### src/rtl/current_adc_reader.sv
// Current-sense ADC reader: timer-driven simultaneous SPI conversion on
// DATA_COUNT channels, results presented as one packed word {x0, x1, ...}.
// Latency: result appears SCLK_DIV*(2*ADC_BITS+2) clk cycles after cs_n falls.
// Backpressure: a result arriving while out_valid & ~out_ready is dropped and
// flagged on the sticky overrun bit; the held word stays stable.
//
// Ports:
//   clk, reset          clock, asynchronous active-high reset
//   adc_sclk, adc_cs_n  shared SPI clock (CPOL=0) and chip select
//   adc_miso            one serial data line per channel, bit i = channel i
//   out_data/valid/ready  valid/ready sample stream, x0 in the MSBs, signed
//   overrun, clear_overrun  sticky drop flag and its synchronous clear
//   adc_offset          per-channel signed offset (only with CURRENT_ADC_OFFSET_EN)
//
// Build option: define CURRENT_ADC_OFFSET_EN to add the adc_offset port and a
// saturating per-channel offset subtraction; latency is identical either way.
// DATA_WIDTH must equal ADC_BITS; SAMPLE_DIV >= SCLK_DIV*(2*ADC_BITS+2)+2.

module current_adc_reader #(
    parameter int DATA_WIDTH = 16,
    parameter int DATA_COUNT = 2,
    parameter int ADC_BITS   = 16,
    parameter int SAMPLE_DIV = 2000,
    parameter int SCLK_DIV   = 4
) (
    input  logic                             clk,
    input  logic                             reset,
    output logic                             adc_sclk,
    output logic                             adc_cs_n,
    input  logic [DATA_COUNT-1:0]            adc_miso,
    output logic [DATA_COUNT*DATA_WIDTH-1:0] out_data,
    output logic                             out_valid,
    input  logic                             out_ready,
    output logic                             overrun,
    input  logic                             clear_overrun
`ifdef CURRENT_ADC_OFFSET_EN
    ,
    input  logic [DATA_COUNT*DATA_WIDTH-1:0] adc_offset
`endif
);

    localparam int TIMER_W = (SAMPLE_DIV > 1) ? $clog2(SAMPLE_DIV) : 1;
    localparam int CNT_W   = $clog2(SCLK_DIV + 1);
    localparam int BIT_W   = (ADC_BITS > 1) ? $clog2(ADC_BITS) : 1;

    typedef enum logic [1:0] {
        IDLE  = 2'd0,
        SETUP = 2'd1,
        SHIFT = 2'd2,
        HOLD  = 2'd3
    } state_t;

    // ------------------------------------------------------------------
    // Sample-period timer: free running, independent of the FSM
    // ------------------------------------------------------------------
    logic [TIMER_W-1:0] timer;
    logic               tick;

    assign tick = (timer == TIMER_W'(SAMPLE_DIV - 1));

    always_ff @(posedge clk or posedge reset) begin
        if (reset) begin
            timer <= '0;
        end else if (tick) begin
            timer <= '0;
        end else begin
            timer <= timer + 1'b1;
        end
    end

    // ------------------------------------------------------------------
    // Conversion FSM
    // ------------------------------------------------------------------
    state_t           state, state_nxt;
    logic [CNT_W-1:0] cnt, cnt_nxt;       // cycles within the current half-period
    logic [BIT_W-1:0] bit_cnt, bit_nxt;   // sclk period index within SHIFT
    logic             sclk_nxt;
    logic             cs_n_nxt;
    logic             sample_en;          // clk edge that raises sclk
    logic             done;               // clk edge that raises cs_n
    logic             half_done;

    assign half_done = (cnt == CNT_W'(SCLK_DIV - 1));

    always_ff @(posedge clk or posedge reset) begin
        if (reset) begin
            state    <= IDLE;
            cnt      <= '0;
            bit_cnt  <= '0;
            adc_sclk <= 1'b0;
            adc_cs_n <= 1'b1;
        end else begin
            state    <= state_nxt;
            cnt      <= cnt_nxt;
            bit_cnt  <= bit_nxt;
            adc_sclk <= sclk_nxt;
            adc_cs_n <= cs_n_nxt;
        end
    end

    always_comb begin
        state_nxt = state;
        cnt_nxt   = cnt;
        bit_nxt   = bit_cnt;
        sclk_nxt  = adc_sclk;
        cs_n_nxt  = adc_cs_n;
        sample_en = 1'b0;
        done      = 1'b0;

        case (state)
            IDLE: begin
                // A tick seen in any other state is simply not looked at.
                if (tick) begin
                    state_nxt = SETUP;
                    cs_n_nxt  = 1'b0;
                    cnt_nxt   = '0;
                end
            end

            SETUP: begin
                if (half_done) begin
                    state_nxt = SHIFT;
                    cnt_nxt   = '0;
                    bit_nxt   = '0;
                end else begin
                    cnt_nxt = cnt + 1'b1;
                end
            end

            SHIFT: begin
                // sclk itself tells which half of the period we are in.
                if (half_done) begin
                    cnt_nxt = '0;
                    if (!adc_sclk) begin
                        sclk_nxt  = 1'b1;
                        sample_en = 1'b1;
                    end else begin
                        sclk_nxt = 1'b0;
                        if (bit_cnt == BIT_W'(ADC_BITS - 1)) begin
                            state_nxt = HOLD;
                        end else begin
                            bit_nxt = bit_cnt + 1'b1;
                        end
                    end
                end else begin
                    cnt_nxt = cnt + 1'b1;
                end
            end

            HOLD: begin
                if (half_done) begin
                    state_nxt = IDLE;
                    cs_n_nxt  = 1'b1;
                    cnt_nxt   = '0;
                    done      = 1'b1;
                end else begin
                    cnt_nxt = cnt + 1'b1;
                end
            end

            default: begin
                state_nxt = IDLE;
                sclk_nxt  = 1'b0;
                cs_n_nxt  = 1'b1;
            end
        endcase
    end

    // ------------------------------------------------------------------
    // Per-channel shift registers and code conversion
    // ------------------------------------------------------------------
    logic [ADC_BITS-1:0]              shreg [DATA_COUNT];
    logic [DATA_COUNT*DATA_WIDTH-1:0] result;

    always_ff @(posedge clk or posedge reset) begin
        if (reset) begin
            for (int i = 0; i < DATA_COUNT; i++) begin
                shreg[i] <= '0;
            end
        end else if (sample_en) begin
            for (int i = 0; i < DATA_COUNT; i++) begin
                shreg[i] <= {shreg[i][ADC_BITS-2:0], adc_miso[i]};
            end
        end
    end

    for (genvar g = 0; g < DATA_COUNT; g++) begin : g_ch
        // Offset binary to two's complement: flip the MSB.
        logic signed [DATA_WIDTH-1:0] conv;
        assign conv = {~shreg[g][ADC_BITS-1], shreg[g][ADC_BITS-2:0]};

`ifdef CURRENT_ADC_OFFSET_EN
        localparam logic [DATA_WIDTH-1:0] SAT_MAX = {1'b0, {(DATA_WIDTH-1){1'b1}}};
        localparam logic [DATA_WIDTH-1:0] SAT_MIN = {1'b1, {(DATA_WIDTH-1){1'b0}}};

        logic [DATA_WIDTH-1:0] off;
        logic [DATA_WIDTH:0]   diff;
        logic [DATA_WIDTH-1:0] y;

        assign off  = adc_offset[(DATA_COUNT-1-g)*DATA_WIDTH +: DATA_WIDTH];
        // One extra bit holds every difference of two DATA_WIDTH values exactly;
        // the top two bits disagree only when the result leaves the output range.
        assign diff = {conv[DATA_WIDTH-1], conv} - {off[DATA_WIDTH-1], off};

        always_comb begin
            y = diff[DATA_WIDTH-1:0];
            if (diff[DATA_WIDTH] != diff[DATA_WIDTH-1]) begin
                y = diff[DATA_WIDTH] ? SAT_MIN : SAT_MAX;
            end
        end

        assign result[(DATA_COUNT-1-g)*DATA_WIDTH +: DATA_WIDTH] = y;
`else
        assign result[(DATA_COUNT-1-g)*DATA_WIDTH +: DATA_WIDTH] = conv;
`endif
    end

    // ------------------------------------------------------------------
    // Output register and overrun flag
    // ------------------------------------------------------------------
    logic load;
    logic drop;

    // An accept on the result cycle frees the register for the new set.
    assign load = done & (~out_valid | out_ready);
    assign drop = done & out_valid & ~out_ready;

    always_ff @(posedge clk or posedge reset) begin
        if (reset) begin
            out_data  <= '0;
            out_valid <= 1'b0;
        end else if (load) begin
            out_data  <= result;
            out_valid <= 1'b1;
        end else if (out_valid && out_ready) begin
            out_valid <= 1'b0;
        end
    end

    // A drop on the same cycle as clear_overrun keeps the flag set.
    always_ff @(posedge clk or posedge reset) begin
        if (reset) begin
            overrun <= 1'b0;
        end else if (drop) begin
            overrun <= 1'b1;
        end else if (clear_overrun) begin
            overrun <= 1'b0;
        end
    end

endmodule

### config.mk
export PLATFORM = sky130hd
export DESIGN_NAME = current_adc_reader
export DESIGN_NICKNAME = d
export VERILOG_FILES = /design/src/rtl/current_adc_reader.sv
export SDC_FILE = /design/constraint.sdc
export NUM_CORES = 1
export LEC_CHECK = 0
export ABC_AREA = 1
export CORE_MARGIN = 2
export CORE_UTILIZATION = 43
export CTS_BUF_LIST = sky130_fd_sc_hd__clkbuf_4 sky130_fd_sc_hd__clkbuf_8
export CTS_CLUSTER_DIAMETER = 150
export DETAILED_ROUTE_END_ITERATION = 7
export DONT_BUFFER_PORTS = 1
export PLACE_DENSITY = 0.7
export SYNTH_ARGS = -nofsm -noshare
export SYNTH_HDL_FRONTEND = slang
export SYNTH_SLANG_ARGS = --single-unit
### constraint.sdc
create_clock -name clk -period 4.94 [get_ports clk]
set_input_delay 0.988 -clock clk [delete_from_list [all_inputs] [get_ports clk]]
set_output_delay 0.988 -clock clk [all_outputs]
set_load 0.02 [all_outputs]
Word level (Yosys, flattened, before mapping):

Index checks and enable logic that the tools add are counted.

* output and inout port bits: 36
* register bits: 88

* bitwise logic cells: 8
* reduce and logical (&&, ||, !) cells: 11
* equal/unequal tests: 13
* multiplexer cells: 28
* add/subtract/negate cells: 3

Operator list (count)
* 2-to-1 mux 4 bit: 4
* != test 2 bit (second input constant): 7
* 2-to-1 mux 2 bit: 6
* adder 11 x 1 -> 11 bit (second input constant): 1
* == test 11 bit (second input constant): 1
* 2-to-1 mux 1 bit: 11
* 2-to-1 mux 11 bit: 1
* case mux 2 bit (4 select lines): 1
* case mux 4 bit (2 select lines): 1
* nonzero test 2 bit: 4
* 2-to-1 mux 3 bit: 2
* case mux 3 bit (2 select lines): 1
* AND reduction 6 bit: 1
* AND reduction 5 bit: 1
* adder 4 x 1 -> 4 bit (second input constant): 1
* == test 2 bit (second input constant): 2
* == test 4 bit (second input constant): 1
* inverter 1 bit: 4
* adder 3 x 1 -> 3 bit (second input constant): 1
* bitwise AND 1 bit: 3
* == test 3 x 2 -> 1 bit (second input constant): 1
* AND reduction 3 bit: 1
* OR reduction 3 bit: 1
* == test 2 x 1 -> 1 bit (second input constant): 1
* other kinds (5): 5

Depth between registers and ports, before layout:

* depth in word-level cells: 6
* gate-level depth with buffers: 10

Worst setup path after synthesis:

Ideal clock, no wire load.

* kind: input to register
* start: input out_ready
* end: register out_data[0]
* buffers on the path: 1
* data arrival time: 1.492 ns
* required time: 4.821 ns
* setup slack: 3.329 ns
* stages: 6
* cell sequence: inv_1 nand2_1 nand2_4 buf_6 nand2_1 o21ai_2

* longest elaborated chain between the ends: 2

Ends and longest elaborated chain
* start: declaration: line 33 `input logic out_ready,`
* bitwise OR 1 bit: line 225 `assign load = done & (~out_valid | out_ready);`
* bitwise AND 1 bit: line 225
* end signal: assignment: line 233 `out_data <= result;`
* end: declaration: line 31 `output logic [DATA_COUNT*DATA_WIDTH-1:0] out_data,`

No other way between the ends.
A chain may end at the register's enable or synchronous reset.

Worst setup path in the final report:

* start: register state[0]
* end: register shreg (netlist bit g_ch[0].conv[1])

* longest elaborated chain between the ends: 2

Ends and longest elaborated chain
* start: declaration: line 74 `state_t state, state_nxt;`
* start signal: assignment: line 93 `state <= state_nxt;`
* == test 2 bit: line 110 `case (state)`
* 2-to-1 mux 1 bit: line 110
* end signal: indexed assignment: line 182 `shreg[i] <= {shreg[i][ADC_BITS-2:0], adc_miso[i]};`
* end: declaration: line 172 `logic [ADC_BITS-1:0] shreg [DATA_COUNT];`

No other way between the ends.

==> impl_metrics.tcl <==
set metrics [dict create \
    synth.distinct_cells 27 \
    p_leak_nw 1.926 \
    wl_um 6267 \
    hold_viol 0 \
    rsz0062_at_grt "false" \
    grt_start_max_net_pins 65 \
    viasPerCell 4.827 \
    worst_ep_arrival_time_ns 2.71 \
    p_sw_share_pct 20.24 \
    critPathMaxStageDelay_ns 0.80 \
    synth_top_cell_area_share_pct 54.99 \
    ys_ff_latch 88 \
    grtUsageTotal_pct 13.48 \
    hold_class "register to register" \
    finalSetupTns_ns 0 \
    drcViolationCount 0 \
    cts_buffers 9 \
    cts.sinks 88 \
    yosys_warnings 0 \
    peakVddDrop_mv 0.1419 \
    cts.path.max_buffers 2 \
    nets 417 \
    syn_nets 419 \
    pwr-share-clk_pct 42.3 \
    dp_hpwl_um 4223 \
    die_h_um 99.95 \
    critical_path.cell_chain "inv_1, ha_1, nand3_2, buf_4, nand2_1, o21ai_2" \
    rows 35 \
    postCtsSetupBuffers 0 \
    grt_pass1_wl_um 10810 \
    routedWlPerCell_um 12.08 \
    start_util_pct 43.67 \
    tightest_slew_ns 0.9651 \
    maxUsedRoutingLayer "met4" \
    clkLatencyLatePin_ns 0.35 \
    wl_met3_um 274 \
    relSlewSlack_pct 35.59 \
    dr.pass1.iters 4 \
    cp_max_fo 43 \
    ys_seq_area_share_pct 55.66 \
    cts-root-buf "clkbuf_8" \
    cp-start-kind "register" \
    drt_iter0_drc 79 \
    internal_power_mw 1.018 \
    fin_skew_ns 0.01232 \
    drive_above_1_share_pct 22.06 \
    max_freq_mhz 400.6 \
    status "completed" \
    seqPwrFrac_pct 56.5 \
    grt_pass1_vias 2497 \
    finish.utilization_pct 46.18 \
    die_width_um 99.95 \
    yosys-top-cells-area "dfrtp_1 55%, o21ai_2 12%, nand2_1 10%" \
    area_growth_pct 5.752 \
    cp-end-kind "register" \
    vias 2505 \
    setup_slack_ns 2.444 \
    routedLengthMet1_um 2961 \
    ant_nets 0 \
    final-setup-viol-count 0 \
    n_antenna_cell 0 \
    critPathKind "register to register" \
    numPortBuffers 0 \
    clk_pin_slew_ns 0.09 \
    fin_crit_ns 2.496 \
    coreArea_um2 9065 \
    fin_crit_sh_pct 50.53 \
    slew_viol_final 0 \
    power_frac_comb_pct 1.2 \
    ctsHoldBuffers 0 \
    cp_slowest_cell "nand3_2" \
    h-tree-depth 3 \
    synth_top_cell_by_area "dfrtp_1" \
    cap_violations 0 \
    antenna_found_initial 0 \
    ios 42 \
    cp.required_ns 5.15 \
    synth_area_um2 3959 \
    grt-ovfl-total 0 \
    powerDensity_nw_per_um2 304.8 \
    syn_area_per_cell_um2 9.775 \
    design.die.area_um2 9990 \
    place_ws_ns 2.476 \
    gp_congestion 0.7259 \
    route.met2.wl_um 2959 \
    cts.repair.resized 0 \
    synthCells 405 \
    cts_tree "yes" \
    switching_power_mw 0.2582 \
]
## path summary, 6_finish.rpt
kind / start / endpoint / slack (ns) / cells after the start
worst max-delay path: state[0] / g_ch[0].conv[1] / 2.44 / 6
worst max register to register: state[0] / g_ch[0].conv[1] / 2.44 / 6
min in group asynchronous: reset / state[0] / 0.67 / 1
max in group asynchronous: reset / g_ch[0].conv[11] / 3.29 / 2
worst min register to register: shreg[31] / out_data[31] / 0.46 / 1
worst min-delay path: shreg[31] / out_data[31] / 0.46 / 1
## routing by layer
| metal | vias to the layer above | track usage (%) |
|---|---|---|
| li1 | 1271 | - |
| met1 | 1189 | 15.81 |
| met2 | 37 | 23.13 |
| met3 | 8 | 4.387 |
| met4 | 0 | 5.058 |
| met5 | - | 0 |
## critical path, delay by kind of cell, from the launching register on
family | cells | cell delay (ns)
compound gates | 1 | 0.05
fa+ha+maj | 1 | 0.33
buf+inv | 2 | 0.66
simple gates | 2 | 0.90
flops | 1 | 0.42
## power by group through the flow
stage | Sequential, mW | Combinational [mW] | Clock [mW]
after detailed placement | 0.735 | 0.0171 | 0
after global placement | 0.735 | 0.0169 | 0
after global routing | 0.721 | 0.0190 | 0.583
final | 0.721 | 0.0156 | 0.540
after CTS | 0.721 | 0.0170 | 0.560
after floorplan | 0.735 | 0.0119 | 0
## stage by stage
step                cell area, um2  power, mW  hold slack, ns  cells
finish                        4187      1.276          0.4618    519
global placement              3966     0.7520          0.4504    503
detailed placement            3966     0.7521          0.4467    503
CTS                           4187      1.297          0.4674    519
global route                  4187      1.322          0.4988    519
floorplan                     3959     0.7470          0.4375    405
## kinds of logic (layout without fill, tap and decap cells)
kind of cell,Yosys count,in the layout,synth area share (%)
compound gates,77,77,15.23
xor+xnor,2,2,0.4426
fa+ha+maj,8,8,2.529
buf+inv,72,75,9.260
flops,88,88,55.66
simple gates,158,158,16.88
## cell usage after synthesis
| master | n |
|---|---|
| a21oi_1 | 6 |
| buf_6 | 12 |
| nand3_2 | 2 |
| inv_1 | 53 |
| buf_2 | 2 |
| nor2_1 | 24 |
| o21ai_0 | 5 |
| nand4_1 | 4 |
| xor2_1 | 2 |
| nor3_1 | 1 |
| ha_1 | 8 |
| o21ai_1 | 7 |
| a21boi_0 | 1 |
| inv_2 | 4 |
| nor2_2 | 1 |
| nand3b_1 | 2 |
| nand2_4 | 2 |
| dfrtp_1 | 87 |
| nand2_1 | 108 |
| buf_4 | 1 |
| a21oi_2 | 1 |
| dfstp_2 | 1 |
| nand2_2 | 2 |
| o22ai_1 | 1 |
| nor2_4 | 1 |
| o21ai_2 | 56 |
| nand3_1 | 11 |
## layout make-up
cell class,count,area [um2]
fill,857,4878
sequential,88,2203
multi-input combinational,245,1394
inverter,57,215.2
clock buffer,11,138.9
tap,111,138.9
clock inverter,5,81.33
timing repair buffer,2,15.01
## cell usage in the layout (no fill, tap or decap), drive strengths merged
| cell | Yosys | routed |
|---|---|---|
| dfstp | 1 | 1 |
| clkinv | 0 | 3 |
| nand3 | 13 | 13 |
| nand3b | 2 | 2 |
| xor2 | 2 | 2 |
| o21ai | 68 | 68 |
| o22ai | 1 | 1 |
| inv | 57 | 56 |
| clkbuf | 0 | 11 |
| clkinvlp | 0 | 1 |
| buf | 15 | 2 |
| a21oi | 7 | 7 |
| nor3 | 1 | 1 |
| nor2 | 26 | 26 |
| bufinv | 0 | 2 |
| ha | 8 | 8 |
| dfrtp | 87 | 87 |
| nand4 | 4 | 4 |
| nand2 | 112 | 112 |
| a21boi | 1 | 1 |
## sequential cells by signal (all words and copies together) (netlist names), 2 cells and up
| signal | flops |
|---|---|
| state | 2 |
| bit_cnt | 4 |
| cnt | 3 |
| shreg | 2 |
| timer | 11 |
| out_data | 32 |
| g_ch.conv | 30 |
Power figures use the tool's default switching activity.
